==> src/rtl/vmul_dot_acc_if.sv <==
// ---------------------------------------------------------------------------
// vmul_dot_acc_if
//   Operand-in / result-out bundle for the vmul_dot_acc dot-product stage.
//
//   Handshake rule for both channels: a transfer happens on a rising clk edge
//   where valid && ready are both high. The producer holds valid and its data
//   stable until that edge. Neither ready nor valid depends combinationally
//   on the other side's signal in the same cycle.
//
//   Signals:
//     in_valid  - operand pair valid (producer -> block)
//     in_ready  - block can take a pair this cycle
//     a, b      - 8-bit unsigned operands
//     out_valid - dot-product result valid
//     out_ready - consumer takes the result
//     out_acc   - accumulated dot product (ACC_W bits)
//     out_ovf   - an accumulation carried out during this vector
//
//   Modports: master = producer/consumer side, slave = the block.
// ---------------------------------------------------------------------------
interface vmul_dot_acc_if #(
  parameter int ACC_W = 20
);
  logic             in_valid;
  logic             in_ready;
  logic [7:0]       a;
  logic [7:0]       b;
  logic             out_valid;
  logic             out_ready;
  logic [ACC_W-1:0] out_acc;
  logic             out_ovf;

  modport master (
    output in_valid, a, b, out_ready,
    input  in_ready, out_valid, out_acc, out_ovf
  );

  modport slave (
    input  in_valid, a, b, out_ready,
    output in_ready, out_valid, out_acc, out_ovf
  );
endinterface

==> src/rtl/vmul_dot_acc.sv <==
// ---------------------------------------------------------------------------
// vmul_dot_acc
//   Pipelined dot-product stage around an 8x8 Vedic (Urdhva-Tiryagbhyam)
//   multiplier. Operand pairs are registered (S1), multiplied and the 16-bit
//   product registered (S2), then added into an ACC_W-bit accumulator (S3).
//   After VEC_LEN pairs the block drains the pipeline and holds the result on
//   the output channel until it is taken.
//
//   Ports:
//     clk       - system clock, rising edge
//     rst_n     - asynchronous active-low reset
//     clr       - synchronous abort back to the post-reset state
//     bus       - vmul_dot_acc_if.slave (operand in / result out channels)
//     dbg_state - current FSM state (FILL=0, DRAIN=1, HOLD=2)
//
//   Parameters: VEC_LEN (>=1) pairs per result, ACC_W (>=16) accumulator bits.
//
//   Build option: define VMUL_ACC_SAT_EN to saturate the accumulator at
//   2^ACC_W-1 on carry out; otherwise it wraps. out_ovf is set either way.
// ---------------------------------------------------------------------------

// 8x8 unsigned Vedic multiplier, built from 2x2 and 4x4 vertical/crosswise
// blocks. Purely combinational.
module i8bit_mul (
  input  logic [7:0]  a,
  input  logic [7:0]  b,
  output logic [15:0] p
);
  function automatic logic [3:0] vedic2(input logic [1:0] x, input logic [1:0] y);
    logic [3:0] r;
    logic       c;
    r[0] = x[0] & y[0];
    r[1] = (x[1] & y[0]) ^ (x[0] & y[1]);
    c    = (x[1] & y[0]) & (x[0] & y[1]);
    r[2] = (x[1] & y[1]) ^ c;
    r[3] = (x[1] & y[1]) & c;
    return r;
  endfunction

  function automatic logic [7:0] vedic4(input logic [3:0] x, input logic [3:0] y);
    logic [3:0] q0, q1, q2, q3;
    q0 = vedic2(x[1:0], y[1:0]);
    q1 = vedic2(x[3:2], y[1:0]);
    q2 = vedic2(x[1:0], y[3:2]);
    q3 = vedic2(x[3:2], y[3:2]);
    return {4'b0, q0} + {2'b0, q1, 2'b0} + {2'b0, q2, 2'b0} + {q3, 4'b0};
  endfunction

  logic [7:0] q0, q1, q2, q3;

  always_comb begin
    q0 = vedic4(a[3:0], b[3:0]);
    q1 = vedic4(a[7:4], b[3:0]);
    q2 = vedic4(a[3:0], b[7:4]);
    q3 = vedic4(a[7:4], b[7:4]);
    p  = {8'b0, q0} + {4'b0, q1, 4'b0} + {4'b0, q2, 4'b0} + {q3, 8'b0};
  end
endmodule

module vmul_dot_acc #(
  parameter int VEC_LEN = 4,
  parameter int ACC_W   = 20
) (
  input  logic              clk,
  input  logic              rst_n,
  input  logic              clr,
  vmul_dot_acc_if.slave     bus,
  output logic [1:0]        dbg_state
);
  localparam int CNT_W = $clog2(VEC_LEN + 1);
  localparam logic [CNT_W-1:0] VEC_LEN_C = CNT_W'(VEC_LEN);

  localparam logic [1:0] FILL  = 2'd0;
  localparam logic [1:0] DRAIN = 2'd1;
  localparam logic [1:0] HOLD  = 2'd2;

  logic [1:0]       state_q, state_d;
  logic [CNT_W-1:0] count_q, count_d;
  logic [7:0]       a_q, a_d;
  logic [7:0]       b_q, b_d;
  logic             v1_q, v1_d;
  logic [15:0]      p_q, p_d;
  logic             v2_q, v2_d;
  logic [ACC_W-1:0] acc_q, acc_d;
  logic             ovf_q, ovf_d;

  logic [15:0]      prod;
  logic [ACC_W:0]   sum;
  logic [CNT_W-1:0] count_inc;
  logic             accept;

  i8bit_mul u_mul (
    .a (a_q),
    .b (b_q),
    .p (prod)
  );

  // Outputs come straight from state, so in_ready never depends on in_valid
  // and out_valid never depends on out_ready.
  always_comb begin
    bus.in_ready  = (state_q == FILL);
    bus.out_valid = (state_q == HOLD);
    bus.out_acc   = (state_q == HOLD) ? acc_q : '0;
    bus.out_ovf   = (state_q == HOLD) ? ovf_q : 1'b0;
    dbg_state     = state_q;
  end

  assign accept    = bus.in_valid && (state_q == FILL);
  assign count_inc = count_q + CNT_W'(1);
  // One extra bit so the carry out of the accumulator is visible.
  assign sum       = {1'b0, acc_q} + {{(ACC_W + 1 - 16){1'b0}}, p_q};

  always_comb begin
    state_d = state_q;
    count_d = count_q;
    a_d     = a_q;
    b_d     = b_q;
    v1_d    = 1'b0;
    p_d     = prod;
    v2_d    = v1_q;
    acc_d   = acc_q;
    ovf_d   = ovf_q;

    // S1: operand capture.
    if (accept) begin
      a_d  = bus.a;
      b_d  = bus.b;
      v1_d = 1'b1;
      if (count_q != VEC_LEN_C) count_d = count_inc;
    end

    // S3: accumulate.
    if (v2_q) begin
      acc_d = sum[ACC_W-1:0];
      if (sum[ACC_W]) begin
        ovf_d = 1'b1;
`ifdef VMUL_ACC_SAT_EN
        acc_d = '1;
`endif
      end
    end

    unique case (state_q)
      FILL: begin
        if (accept && (count_inc == VEC_LEN_C)) state_d = DRAIN;
      end
      // Both pipeline valids low means the final product is already in acc.
      DRAIN: begin
        if (!v1_q && !v2_q) state_d = HOLD;
      end
      HOLD: begin
        if (bus.out_ready) begin
          state_d = FILL;
          acc_d   = '0;
          ovf_d   = 1'b0;
          count_d = '0;
        end
      end
      default: state_d = FILL;
    endcase

    // Abort wins over everything else decided above.
    if (clr) begin
      state_d = FILL;
      count_d = '0;
      v1_d    = 1'b0;
      v2_d    = 1'b0;
      acc_d   = '0;
      ovf_d   = 1'b0;
    end
  end

  always_ff @(posedge clk or negedge rst_n) begin
    if (!rst_n) begin
      state_q <= FILL;
      count_q <= '0;
      a_q     <= '0;
      b_q     <= '0;
      v1_q    <= 1'b0;
      p_q     <= '0;
      v2_q    <= 1'b0;
      acc_q   <= '0;
      ovf_q   <= 1'b0;
    end else begin
      state_q <= state_d;
      count_q <= count_d;
      a_q     <= a_d;
      b_q     <= b_d;
      v1_q    <= v1_d;
      p_q     <= p_d;
      v2_q    <= v2_d;
      acc_q   <= acc_d;
      ovf_q   <= ovf_d;
    end
  end
endmodule

==> src/flat_wrapper.sv <==
// flat-port wrapper written by rule: the top's interface ports become plain ports
module vmul_dot_acc_flat 
#(
  parameter int VEC_LEN = 4,
  parameter int ACC_W   = 20
)
  (clk, rst_n, clr, dbg_state, bus_in_valid, bus_a, bus_b, bus_out_ready, bus_in_ready, bus_out_valid, bus_out_acc, bus_out_ovf);
  vmul_dot_acc_if #(.ACC_W(ACC_W)) bus_i ();
  input  logic clk;
  input  logic rst_n;
  input  logic clr;
  output logic [1:0] dbg_state;
  input wire logic [$bits(bus_i.in_valid)-1:0] bus_in_valid;
  input wire logic [$bits(bus_i.a)-1:0] bus_a;
  input wire logic [$bits(bus_i.b)-1:0] bus_b;
  input wire logic [$bits(bus_i.out_ready)-1:0] bus_out_ready;
  output wire logic [$bits(bus_i.in_ready)-1:0] bus_in_ready;
  output wire logic [$bits(bus_i.out_valid)-1:0] bus_out_valid;
  output wire logic [$bits(bus_i.out_acc)-1:0] bus_out_acc;
  output wire logic [$bits(bus_i.out_ovf)-1:0] bus_out_ovf;
  assign bus_i.in_valid = bus_in_valid;
  assign bus_i.a = bus_a;
  assign bus_i.b = bus_b;
  assign bus_i.out_ready = bus_out_ready;
  assign bus_in_ready = bus_i.in_ready;
  assign bus_out_valid = bus_i.out_valid;
  assign bus_out_acc = bus_i.out_acc;
  assign bus_out_ovf = bus_i.out_ovf;
  vmul_dot_acc #(.VEC_LEN(VEC_LEN), .ACC_W(ACC_W)) u_core (.clk(clk), .rst_n(rst_n), .clr(clr), .bus(bus_i), .dbg_state(dbg_state));
endmodule
==> config.mk <==
export PLATFORM = sky130hd
export DESIGN_NAME = vmul_dot_acc_flat
export DESIGN_NICKNAME = d
export VERILOG_FILES = /design/src/rtl/vmul_dot_acc_if.sv /design/src/rtl/vmul_dot_acc.sv /design/src/flat_wrapper.sv
export SDC_FILE = /design/constraint.sdc
export NUM_CORES = 1
export LEC_CHECK = 0
export BUFFER_PORTS_ARGS = -buffer_cell sky130_fd_sc_hd__buf_2
export CELL_PAD_IN_SITES_DETAIL_PLACEMENT = 0
export CELL_PAD_IN_SITES_GLOBAL_PLACEMENT = 2
export CORE_ASPECT_RATIO = 0.5
export CORE_UTILIZATION = 42
export CTS_CLUSTER_SIZE = 10
export DETAILED_ROUTE_END_ITERATION = 12
export GPL_TIMING_DRIVEN = 0
export MAX_ROUTING_LAYER = met4
export PLACE_DENSITY = 0.94
export SLEW_MARGIN = 20
export SYNTH_ARGS = -nofsm -noshare
export SYNTH_HDL_FRONTEND = slang
export SYNTH_SLANG_ARGS = --single-unit
==> constraint.sdc <==
create_clock -name clk -period 10.9 [get_ports clk]
set_input_delay 2.725 -clock clk [delete_from_list [all_inputs] [get_ports clk]]
set_output_delay 2.725 -clock clk [all_outputs]
set_load 0.05 [all_outputs]
# Yosys cells after proc, flatten, opt, wreduce, memory -nomap -nowiden
# Index checks and enable logic that the tools add are counted.
# classes
add_sub_neg	17
n_eq_ne	7
muxes	24
n_bitwise	128
reduce_logical	7
# op_table
operator	n
2-to-1 mux 20 bit	5
AND 1 bit	96
adder 7 x 6 -> 8 bit	4
adder 8 bit	4
bitwise XOR 1 bit	32
adder 4 x 6 -> 7 bit	4
adder 20 x 16 -> 21 bit	1
adder 14 x 16 -> 16 bit	1
2-to-1 mux 3 bit	5
adder 13 x 12 -> 14 bit	1
adder 8 x 12 -> 13 bit	1
2-to-1 mux 1 bit	9
2-to-1 mux 2 bit	4
inequality test 3 x 2 -> 1 bit (second input constant)	2
inequality test 3 bit (second input constant)	2
one-hot mux 2 bit (3 select lines)	1
adder 3 x 1 -> 3 bit (second input constant)	1
== test 3 bit (second input constant)	1
logical AND 1 bit	3
AND reduction 3 bit	1
== test 2 x 1 -> 1 bit (second input constant)	1
== test 2 bit (second input constant)	1
logical NOT 1 bit	2
logical NOT 2 bit	1
# word_totals
reg_bits	60
word_cells	192

# Logic depth before layout (Yosys ltp)
# depth
ltp_word	9
depth_mapped	21
ltp_nobuf	21

# Cells and area by module
# From an unflattened synthesis, not the netlist that was laid out.
# unflattened
cells_unflattened	616
area_unflattened_um2	5639.2
# modules_own_cells
module	n_inst	cells_per_inst	area_each_um2	seq_area_each_um2
vmul_dot_acc	1	336	3240.6	1501.4
i8bit_mul	1	280	2398.6	0.0

# Least setup slack after synthesis
# No wires, ideal clock.
# synth_timing
kind	reg-to-output
from	register u_core.state_q[1] (netlist: u_core.dbg_state[1])
to	output port bus_out_acc[10]
arrival_ns	2.148
t_required_ns	8.175
path_slack_ns	6.027
stages_incl_launch_ff	4
path_cell_list	dfrtp_1 > nor2b_1 > clkbuf_1 > and2_1
# synth_via
elab_chain_cells	2
# synth_rtl
item	line_no	text
start, declared	vmul_dot_acc.sv:77	logic [1:0] state_q, state_d;
start signal, assigned	vmul_dot_acc.sv:185	state_q <= state_d;
== test 2 bit	-	
net bus_out_valid	flat_wrapper.sv:18	output wire logic [$bits(bus_i.out_valid)-1:0] bus_out_valid;
2-to-1 mux 20 bit	vmul_dot_acc.sv:103	bus.out_acc = (state_q == HOLD) ? acc_q : '0;
end, declared	flat_wrapper.sv:19	output wire logic [$bits(bus_i.out_acc)-1:0] bus_out_acc;
# The timed path passes the listed nets, and every way through them passes these cells.

# Worst setup path after layout
# layout_timing
from	register u_core.state_q[1] (netlist: u_core.dbg_state[1])
to	output port bus_out_acc[5]
# layout_via
elab_chain_cells	2
# layout_rtl
item	line_no
== test 2 bit	vmul_dot_acc.sv:103
2-to-1 mux 20 bit	vmul_dot_acc.sv:103
# Every way passes these cells.

==> reports/qor.yml <==
synthesis.nets: 723
layout_min_cycle_time_ns: 4.75
fin_ws_ns: 6.15
hold_viol_final: 0
top_usage_layer: "met2"
max_cap_viol_count: 0
post-route-period-util: 0.436
grt_pass1_wl_um: 21200
crit_required_ns: 8.18
drive_above_1_share: 0.134
synthToLayoutAreaGrowth_pct: 12.8
ys_dominant_reg_cell: "dfrtp_1"
dpl.hpwl_um: 9310
synth_edf_count: 0
coreArea_mm2: 0.0129
status: "finished with violations"
crit_chain: "nor2b_1, clkbuf_1, and2_1, buf_2"
post_cts_buffers: 0
io_pins: 46
cts_hold_buf: 0
reg2regPathDepth: 19
finClkSkew_ns: 0.00888
hold_class: "reg -> reg"
grt_max_degree: 61
wirelength_um: 11900
cts_sinks: 60
hold_depth: 1
initial_core_util: 0.438
cts_root_buffer: "clkbuf_16"
tritoncts: "yes"
finalSetupViolCount: 0
final_cells: 828
dieWidth_um: 166
yosysUniqueCellTypes: 53
nets: 779
start_kind: "register"
grtUsageMet1: 0.267
synth-warning-count: 0
placed_cells: 812
drv_slew: 0
rsz0062_at_grt: "false"
avgSynthCellArea_um2: 9.46
syn_inst: 597
grt_use_met3: 0.0370
post_drt_wl_per_cell_um: 14.4
vias_per_cell: 5.02
max_slew.worst_pin.slew_ns: 0.794
synthArstFlopShare: 1.00
numPortBuffers: 45
final_cell_mix: "89 x inv_1, 76 x and2_1, 75 x ha_1"
post-place-ws_ns: 6.18
row_count: 29
antenna_found_initial: 0
firstDrtPassIters: 8
critical_path_class: "reg -> out"
cp.arrival_ns: 2.03
endpoint_kind: "primary output"
vias: 4158
drt-initial-drc-count: 171
vdd_drop_max_mv: 0.0906
max_freq_ghz: 0.210
place_congestion: 0.857
slew_headroom: 0.471
ys_seq_elements: 60
die_y_um: 84
fin_util: 0.495
use_met2: 0.305
cts_buffers: 9
cts_htree_levels: 3
final_common_cell: "inv_1"
cpMaxStageDelayCell: "nor2b_1"
clk_path_buf_depth: 2
path_clk_slew_ns: 0.05
overflow: 0
drtAntennaViolNets: 0
track_usage: 0.197
synth_area_mm2: 0.00565
diodes: 0
grt_pass1_vias: 4301
cts.repair.resized: 0
leakage_nw: 3.35
worst-path-max-fanout: 10
insertion_delay_ns: 0.33
drc: 2
slowest_delay_ns: 0.46
ys_seq_area_frac: 0.266
tns_ns: 0
failed_checks: "DRC"
die_area_mm2: 0.0139
power.density_mw_per_mm2: 198
-- registers in the layout, indices dropped and copies added, names as in the netlist --
name / cells
u_core.a_q: 8
u_core.acc_q: 20
u_core.b_q: 8
u_core.count_q: 3
u_core.dbg_state: 2
u_core.ovf_q: 1
u_core.p_q: 16
u_core.v1_q: 1
u_core.v2_q: 1
-- layout make-up --
| type | instances | area, um^2 |
|---|---|---|
| Buffer | 13 | 51.3 |
| Clock buffer | 12 | 236 |
| Clock inverter | 4 | 48.8 |
| Fill cell | 1233 | 6510 |
| Inverter | 89 | 334 |
| Multi-Input combinational cell | 435 | 3760 |
| Sequential cell | 60 | 1500 |
| Tap cell | 170 | 213 |
| Timing Repair Buffer | 45 | 228 |
-- where the power goes --
group / leakage, nW / total [W] / internal (W) / switching, W
registers: 0.764 / 0.000308 / 0.000271 / 0.0000377
clock network: 0.141 / 0.000280 / 0.000177 / 0.000103
logic: 2.44 / 0.000672 / 0.000302 / 0.000371
total: 3.35 / 0.00126 / 0.000750 / 0.000512
-- layer usage --
| layer | share of wire | vias up |
|---|---|---|
| met5 | 0 | - |
| met4 | 0.0043 | 0 |
| met3 | 0.029 | 4 |
| met2 | 0.43 | 53 |
| met1 | 0.54 | 1980 |
| li1 | - | 2121 |
-- Yosys cell counts (2+ instances only) --
cell type	n	area [um^2]
nand3b_1	10	75.1
nor3b_1	2	15.0
o211ai_1	5	37.5
buf_2	2	10.0
a31oi_1	6	37.5
nor3_1	4	20.0
nor2_1	23	86.3
a21oi_1	27	135
a31o_2	2	17.5
mux2_2	17	191
and2_1	76	475
nor4b_1	2	17.5
nand4_1	5	31.3
o21a_1	2	15.0
nor2b_1	7	43.8
inv_1	89	334
nand3_1	7	35.0
and3_1	3	18.8
xor2_1	13	114
clkbuf_1	9	33.8
xnor2_1	19	166
a211oi_1	6	45.0
buf_1	2	7.51
fa_1	30	601
a21o_1	17	128
nand2_1	21	78.8
nand4b_1	2	17.5
dfrtp_1	60	1500
a21boi_0	2	15.0
mux2i_1	10	100
ha_1	75	938
o21ai_0	16	80.1
nand2b_1	2	12.5
or3_1	5	31.3
-- logic make-up (layout without fill, tap and decap cells) --
group           after synthesis  count (layout)  share of synthesized area
compound gates               99              99                      0.118
mux                          27              27                     0.0516
simple gates                172             172                      0.174
buf+inv                     102             163                     0.0682
flops                        60              60                      0.266
fa+ha+maj                   105             105                      0.272
xor+xnor                     32              32                     0.0496
-- worst max-delay path: cells and delay by family (launching register included) --
| kind | cells | cell delay (ns) |
|---|---|---|
| AND/OR/NAND/NOR | 2 | 0.65 |
| buffers and inverters | 2 | 0.60 |
| flip-flops | 1 | 0.44 |
-- metrics by stage --
stage          area, um^2  hold WS [ns]  total power (W)
3_3_place_gp         6090         0.470         0.000974
3_5_place_dp         6090         0.472         0.000988
6_report             6370         0.479          0.00126
5_1_grt              6370         0.512          0.00140
4_1_cts              6370         0.485          0.00128
2_1_floorplan        5650         0.456         0.000842
-- worst paths after layout --
kind                                           from             end  slack [ns]
max in group asynchronous                     rst_n  u_core.p_q[14]        7.89
worst max register to register        u_core.b_q[0]  u_core.p_q[14]        6.21
min in group asynchronous                     rst_n   u_core.a_q[5]        2.48
worst min register to register         u_core.ovf_q    u_core.ovf_q        0.48
worst min-delay path                   u_core.ovf_q    u_core.ovf_q        0.48
worst max-delay path            u_core.dbg_state[1]  bus_out_acc[5]        6.15
(Power assumes the default switching activity.)
